**src/rtl/dcache_write_buffer_if.sv**
```systemverilog
// Bus bundle between dcache, write buffer and the AXI switch write port.
interface dcache_write_buffer_if;
   logic         wb_push_i;
   logic [2:0]   wb_type_i;
   logic [31:0]  wb_addr_i;
   logic [3:0]   wb_wstrb_i;
   logic [127:0] wb_data_i;
   logic         wb_full_o;
   logic         wb_empty_o;
   logic [31:0]  rd_lookup_addr_i;
   logic         rd_hit_o;
   logic [127:0] rd_hit_data_o;
   logic         d_wr_req_o;
   logic [2:0]   d_wr_type_o;
   logic [31:0]  d_wr_addr_o;
   logic [3:0]   d_wr_wstrb_o;
   logic [127:0] d_wr_data_o;
   logic         d_wr_finish_i;

   modport slave (
      input  wb_push_i, wb_type_i, wb_addr_i, wb_wstrb_i, wb_data_i,
      input  rd_lookup_addr_i, d_wr_finish_i,
      output wb_full_o, wb_empty_o, rd_hit_o, rd_hit_data_o,
      output d_wr_req_o, d_wr_type_o, d_wr_addr_o, d_wr_wstrb_o, d_wr_data_o
   );

   modport master (
      output wb_push_i, wb_type_i, wb_addr_i, wb_wstrb_i, wb_data_i,
      output rd_lookup_addr_i, d_wr_finish_i,
      input  wb_full_o, wb_empty_o, rd_hit_o, rd_hit_data_o,
      input  d_wr_req_o, d_wr_type_o, d_wr_addr_o, d_wr_wstrb_o, d_wr_data_o
   );
endinterface

```
**src/rtl/dcache_write_buffer.sv**
```systemverilog
// FIFO write buffer draining dcache writes to the AXI switch, with line hazard lookup.
// Define WB_MERGE_EN to merge pushes into matching queued (not in-flight) entries.
module dcache_write_buffer #(
   parameter  int DEPTH = 4,
   localparam int PTR_W = $clog2(DEPTH)
) (
   input  logic clk,
   input  logic reset,
   dcache_write_buffer_if.slave bus
);
   typedef enum logic {IDLE, BUSY} state_t;
   state_t state, state_nxt;

   logic             valid   [DEPTH];
   logic [2:0]       type_q  [DEPTH];
   logic [31:0]      addr_q  [DEPTH];
   logic [3:0]       wstrb_q [DEPTH];
   logic [127:0]     data_q  [DEPTH];
   logic [PTR_W-1:0] head, tail;
   logic [PTR_W:0]   count;

   logic full, busy, pop, alloc;
   logic unused_lookup_lsb;

   assign full = count == (PTR_W+1)'(DEPTH);
   assign busy = state == BUSY;
   assign pop  = busy && bus.d_wr_finish_i;
   assign unused_lookup_lsb = ^bus.rd_lookup_addr_i[3:0];

`ifdef WB_MERGE_EN
   logic             merge_hit;
   logic [PTR_W-1:0] merge_idx;

   // Oldest to youngest, so the last match is the youngest.
   always_comb begin
      logic [PTR_W-1:0] idx;
      merge_hit = 1'b0;
      merge_idx = '0;
      for (int i = 0; i < DEPTH; i++) begin
         idx = head + PTR_W'(i);
         if (bus.wb_push_i && valid[idx] &&
             !(busy && idx == head) &&
             addr_q[idx][31:4] == bus.wb_addr_i[31:4] &&
             type_q[idx] == bus.wb_type_i) begin
            merge_hit = 1'b1;
            merge_idx = idx;
         end
      end
   end

   assign alloc = bus.wb_push_i && !full && !merge_hit;
`else
   assign alloc = bus.wb_push_i && !full;
`endif

   always_ff @(posedge clk) begin
      if (reset) begin
         head  <= '0;
         tail  <= '0;
         count <= '0;
         for (int i = 0; i < DEPTH; i++) valid[i] <= 1'b0;
      end else begin
         if (pop) begin
            valid[head] <= 1'b0;
            head        <= head + PTR_W'(1);
         end
         if (alloc) begin
            valid[tail]   <= 1'b1;
            type_q[tail]  <= bus.wb_type_i;
            addr_q[tail]  <= bus.wb_addr_i;
            wstrb_q[tail] <= bus.wb_wstrb_i;
            data_q[tail]  <= bus.wb_data_i;
            tail          <= tail + PTR_W'(1);
         end
`ifdef WB_MERGE_EN
         if (merge_hit) begin
            data_q[merge_idx]  <= bus.wb_data_i;
            wstrb_q[merge_idx] <= (bus.wb_type_i == 3'b010)
                                ? (wstrb_q[merge_idx] | bus.wb_wstrb_i)
                                : bus.wb_wstrb_i;
         end
`endif
         if (alloc && !pop)
            count <= count + (PTR_W+1)'(1);
         else if (pop && !alloc)
            count <= count - (PTR_W+1)'(1);
      end
   end

   always_ff @(posedge clk) begin
      if (reset) state <= IDLE;
      else       state <= state_nxt;
   end

   // Returning to IDLE after each finish guarantees a low req cycle.
   always_comb begin
      state_nxt = state;
      unique case (state)
         IDLE:    if (count != '0) state_nxt = BUSY;
         BUSY:    if (bus.d_wr_finish_i) state_nxt = IDLE;
         default: state_nxt = IDLE;
      endcase
   end

   always_comb begin
      bus.d_wr_req_o   = busy;
      bus.wb_full_o    = full;
      bus.wb_empty_o   = (count == '0) && !busy;
      bus.d_wr_type_o  = '0;
      bus.d_wr_addr_o  = '0;
      bus.d_wr_wstrb_o = '0;
      bus.d_wr_data_o  = '0;
      if (valid[head]) begin
         bus.d_wr_type_o  = type_q[head];
         bus.d_wr_addr_o  = addr_q[head];
         bus.d_wr_wstrb_o = wstrb_q[head];
         bus.d_wr_data_o  = data_q[head];
      end
   end

   always_comb begin
      logic [PTR_W-1:0] idx;
      bus.rd_hit_o      = 1'b0;
      bus.rd_hit_data_o = '0;
      for (int i = 0; i < DEPTH; i++) begin
         idx = head + PTR_W'(i);
         if (valid[idx] &&
             addr_q[idx][31:4] == bus.rd_lookup_addr_i[31:4]) begin
            bus.rd_hit_o      = 1'b1;
            bus.rd_hit_data_o = data_q[idx];
         end
      end
   end
endmodule

```
**src/flat_wrapper.sv**
```systemverilog
// flat-port wrapper written by rule: the top's interface ports become plain ports
module dcache_write_buffer_flat 
#(
   parameter  int DEPTH = 4,
   localparam int PTR_W = $clog2(DEPTH)
)
  (clk, reset, bus_wb_push_i, bus_wb_type_i, bus_wb_addr_i, bus_wb_wstrb_i, bus_wb_data_i, bus_rd_lookup_addr_i, bus_d_wr_finish_i, bus_wb_full_o, bus_wb_empty_o, bus_rd_hit_o, bus_rd_hit_data_o, bus_d_wr_req_o, bus_d_wr_type_o, bus_d_wr_addr_o, bus_d_wr_wstrb_o, bus_d_wr_data_o);
  dcache_write_buffer_if bus_i ();
  input  logic clk;
  input  logic reset;
  input wire logic [$bits(bus_i.wb_push_i)-1:0] bus_wb_push_i;
  input wire logic [$bits(bus_i.wb_type_i)-1:0] bus_wb_type_i;
  input wire logic [$bits(bus_i.wb_addr_i)-1:0] bus_wb_addr_i;
  input wire logic [$bits(bus_i.wb_wstrb_i)-1:0] bus_wb_wstrb_i;
  input wire logic [$bits(bus_i.wb_data_i)-1:0] bus_wb_data_i;
  input wire logic [$bits(bus_i.rd_lookup_addr_i)-1:0] bus_rd_lookup_addr_i;
  input wire logic [$bits(bus_i.d_wr_finish_i)-1:0] bus_d_wr_finish_i;
  output wire logic [$bits(bus_i.wb_full_o)-1:0] bus_wb_full_o;
  output wire logic [$bits(bus_i.wb_empty_o)-1:0] bus_wb_empty_o;
  output wire logic [$bits(bus_i.rd_hit_o)-1:0] bus_rd_hit_o;
  output wire logic [$bits(bus_i.rd_hit_data_o)-1:0] bus_rd_hit_data_o;
  output wire logic [$bits(bus_i.d_wr_req_o)-1:0] bus_d_wr_req_o;
  output wire logic [$bits(bus_i.d_wr_type_o)-1:0] bus_d_wr_type_o;
  output wire logic [$bits(bus_i.d_wr_addr_o)-1:0] bus_d_wr_addr_o;
  output wire logic [$bits(bus_i.d_wr_wstrb_o)-1:0] bus_d_wr_wstrb_o;
  output wire logic [$bits(bus_i.d_wr_data_o)-1:0] bus_d_wr_data_o;
  assign bus_i.wb_push_i = bus_wb_push_i;
  assign bus_i.wb_type_i = bus_wb_type_i;
  assign bus_i.wb_addr_i = bus_wb_addr_i;
  assign bus_i.wb_wstrb_i = bus_wb_wstrb_i;
  assign bus_i.wb_data_i = bus_wb_data_i;
  assign bus_i.rd_lookup_addr_i = bus_rd_lookup_addr_i;
  assign bus_i.d_wr_finish_i = bus_d_wr_finish_i;
  assign bus_wb_full_o = bus_i.wb_full_o;
  assign bus_wb_empty_o = bus_i.wb_empty_o;
  assign bus_rd_hit_o = bus_i.rd_hit_o;
  assign bus_rd_hit_data_o = bus_i.rd_hit_data_o;
  assign bus_d_wr_req_o = bus_i.d_wr_req_o;
  assign bus_d_wr_type_o = bus_i.d_wr_type_o;
  assign bus_d_wr_addr_o = bus_i.d_wr_addr_o;
  assign bus_d_wr_wstrb_o = bus_i.d_wr_wstrb_o;
  assign bus_d_wr_data_o = bus_i.d_wr_data_o;
  dcache_write_buffer #(.DEPTH(DEPTH)) u_core (.clk(clk), .reset(reset), .bus(bus_i));
endmodule
```
**config.mk**
```make
export PLATFORM = sky130hd
export DESIGN_NAME = dcache_write_buffer_flat
export DESIGN_NICKNAME = d
export VERILOG_FILES = /design/src/rtl/dcache_write_buffer_if.sv /design/src/rtl/dcache_write_buffer.sv /design/src/flat_wrapper.sv
export SDC_FILE = /design/constraint.sdc
export NUM_CORES = 1
export LEC_CHECK = 0
export BUFFER_PORTS_ARGS = -buffer_cell sky130_fd_sc_hd__buf_2
export CORE_ASPECT_RATIO = 1.4
export CORE_MARGIN = 10
export CORE_UTILIZATION = 48
export CTS_CLUSTER_DIAMETER = 100
export CTS_CLUSTER_SIZE = 28
export DETAILED_ROUTE_END_ITERATION = 16
export PLACE_DENSITY_LB_ADDON = 0.2
export SYNTH_ARGS = -nofsm -noshare
export SYNTH_HDL_FRONTEND = slang
export SYNTH_SLANG_ARGS = --single-unit
```
**constraint.sdc**
```tcl
create_clock -name clk -period 9 [get_ports clk]
set_input_delay 1.35 -clock clk [delete_from_list [all_inputs] [get_ports clk]]
set_output_delay 1.35 -clock clk [all_outputs]
set_load 0.005 [all_outputs]
```
==> flow_metrics.tcl <==
set metrics [dict create \
    io_pins 502 \
    power.leakage_nw 14.7 \
    areaGrowthSynthToFinish_pct 10.2 \
    slowest_stage "a211oi_4" \
    initialDrtViolationCount 2542 \
    grtUsageTotal_pct 24.6 \
    worstHoldPathCells 2 \
    cts_setup_buffers 0 \
    ant_nets 0 \
    hold_viol 0 \
    crit_fanout 40 \
    async_reset_ff_share_pct 0 \
    synthFlopType "edfxtp_1" \
    tightest_slew_ns 1.21 \
    routabilityCongestion 0.914 \
    cts_buffer_depth 3 \
    required_ns 7.65 \
    drt-pass1-iter-count 5 \
    seqCellArea_um2 20400 \
    multiInputGateArea_um2 20200 \
    fin_cells 4780 \
    drive_gt1_share_pct 30.1 \
    wirelength_mm 126 \
    fin_crit_sh_pct 82.8 \
    final_max_slew_viol_count 0 \
    netlist-cell-type-count 64 \
    fin_area_um2 46100 \
    reg2reg_from "u_core.count[0]" \
    cts_resized 0 \
    cp-start-kind "flop" \
    clk_pin_slew_ns 0.11 \
    fin_setup_tns_ns 0 \
    fillers 7450 \
    synth.top_cell.area_share_pct 47.9 \
    clock_latency_ns 0.67 \
    worstHoldStart "u_core.tail[1]" \
    cts-root-buf "clkbuf_16" \
    clock_sinks 682 \
    core_um2 86800 \
    cp_data_arrival_time_ns 6.10 \
    path_buf_inv 3 \
    port_buffers 497 \
    finalClockSkew_ns 0.0496 \
    post-dp-hpwl_mm 80.3 \
    p_total_w 0.00830 \
    hold_path_class "flop to flop" \
    synth_edf_count 668 \
    synth_seq_cells 682 \
    overflow 0 \
    fmax_ghz 0.134 \
    worstSetupPathDepth 11 \
    path_cells "buf_4 -> mux2i_1 -> o22ai_1 -> a2111o_1 -> a2111oi_0 -> nand4_1 -> a211oi_4 -> buf_4 -> nand2_1 -> a311oi_1 -> buf_2" \
    drc 0 \
    p_per_area_nw_per_um2 180 \
    die_h_um 369 \
    cts-htree-levels 1 \
    setup.worst_path.end_class "output pin" \
    cpMostUsedCell "buf_4" \
    syn_area_um2 41800 \
    period_minus_slack_ns 7.45 \
    antenna_found_initial 43 \
    die_w_um 270 \
    grt_max_degree 159 \
    slowest_delay_ns 0.95 \
    rsz0062_at_grt "no" \
    outcome "complete, no violations" \
    syn_inst 3282 \
    ir_drop_mv 0.230 \
    cts_made_buffers 31 \
    nets 3772 \
    place_area_um2 45000 \
    cts_hold_buf 0 \
    max-slew-margin-rel_pct 19.5 \
    yosysTopAreaCell "edfxtp_1" \
    start_util_pct 48.2 \
    synth_area_per_cell_um2 12.7 \
    fp.dieArea_um2 99500 \
    setup_viol 0 \
    ys_seq_area_share_pct 48.6 \
    critPathTopFamily "compound AO/OA/AOI/OAI gates" \
    vias_per_cell 6.33 \
    crit_type "flop to output pin" \
    cts_tree "built" \
    synth_nets 3491 \
    grt_pass1_wl_mm 190 \
    synth.area.top_cells "edfxtp_1 48%, mux4_2 18%, mux2i_1 4.9%" \
    yosys_warnings 0 \
    via_count 30300 \
    placedCellCount 4700 \
    drv_cap 0 \
    drt-wirelength-per-cell_um 26.4 \
    num_rows 128 \
    r2r_cells 6 \
    grt_pass1_vias 30800 \
]
==> report_power, final <==
group	leakage (nW)	internal, W	switching [W]
logic	8.03	0.00125	0.00144
registers	6.18	0.00372	0.000163
clock network	0.474	0.000703	0.00103
total	14.7	0.00567	0.00263
==> worst paths after layout <==
| path | end | slack (ns) |
|---|---|---|
| hold / removal | u_core.tail[1] | 0.51 |
| setup / recovery | bus_rd_hit_data_o[11] | 1.55 |
| hold reg to reg | u_core.tail[1] | 0.51 |
| setup reg to reg | u_core.data_q[0][32] | 5.29 |
==> cell usage after synthesis, types with 13 or more instances <==
| library cell | number |
|---|---|
| a211oi_1 | 14 |
| a21oi_1 | 139 |
| a311oi_1 | 128 |
| and2_1 | 171 |
| buf_1 | 31 |
| buf_2 | 69 |
| buf_4 | 13 |
| clkbuf_1 | 176 |
| dfxtp_1 | 14 |
| edfxtp_1 | 668 |
| inv_1 | 13 |
| mux2_2 | 141 |
| mux2i_1 | 204 |
| mux4_2 | 335 |
| nand2_1 | 406 |
| nor2_1 | 278 |
| nor3b_1 | 130 |
| o21ai_0 | 139 |
| xnor2_1 | 59 |
| xor2_1 | 25 |
==> registers in the layout, summed over array words and instances, names as in the netlist, named ones only <==
| register | cells |
|---|---|
| u_core.type_q | 12 |
| u_core.wstrb_q | 16 |
| u_core.tail | 2 |
| u_core.head | 2 |
| u_core.addr_q | 128 |
| u_core.bus.d_wr_req_o | 1 |
| u_core.valid | 4 |
| u_core.data_q | 512 |
| u_core.count | 3 |
==> routing by layer <==
metal / wire length (um) / GRT usage (%) / up-vias / share of wire (%)
li1: - / - / 13300 / -
met1: 48300 / 29.3 / 15500 / 38
met2: 63800 / 42.8 / 1195 / 50
met3: 9050 / 4.82 / 267 / 7.2
met4: 5060 / 11.1 / 28 / 4.0
met5: 179 / 0 / - / 0.14
==> layout make-up <==
| type | count | share of cell area, % |
|---|---|---|
| flip-flops and latches | 682 | 44.1 |
| diodes | 23 | 0.125 |
| repair buffers | 546 | 6.52 |
| clock inverters | 6 | 0.263 |
| clock buffers | 51 | 1.91 |
| multi-input cells | 2289 | 43.8 |
| well taps | 1170 | 3.17 |
| inverters | 13 | 0.106 |
==> worst register-to-register path, cell delays in order (launching register included) <==
cell	delay, ns
dfxtp_1	0.45
nor3b_1	0.14
nand2b_1	0.30
nor2_1	0.28
and2_4	0.45
buf_4	0.78
buf_4	0.89
==> placed cells by master, fill, tap and decap left out, types with 6 or more instances in the layout <==
cell	n
nand2b_1	6
diode_2	23
a21oi_1	139
a211oi_1	14
mux2_2	141
buf_12	12
o22ai_1	7
dfxtp_1	10
and2_1	166
clkbuf_1	18
o221ai_1	6
buf_2	497
o21ai_0	139
edfxtp_1	668
xnor2_1	59
mux2i_1	204
nand2_1	406
nor3b_1	130
nand3_1	7
buf_4	37
nor4_1	7
inv_1	13
a22oi_1	11
nor2_1	277
xor2_1	25
clkbuf_16	32
a311oi_1	128
mux4_2	334
nand4_1	12
==> through the flow <==
stage                     utilization (%)  worst slack, ns  hold WS (ns)
after floorplan                         -             2.98         0.466
after global placement               51.9             2.31         0.486
after detailed placement             51.9             2.38         0.498
after CTS                            53.1             1.61         0.512
after global routing                 53.1             1.37         0.547
final                                53.1             1.55         0.506
==> kinds of logic after synthesis <==
logic type | count (synthesis) | synth area share (%)
DFF | 682 | 48.6
and+or+nand+nor | 1034 | 11.8
xor gates and xnor gates | 84 | 1.76
muxes | 682 | 26.8
AOI/OAI and AO/OA | 483 | 7.54
adders and majority gates | 6 | 0.197
buffers and inverters | 311 | 3.28
No activity file was read; power rests on OpenSTA's default activity.
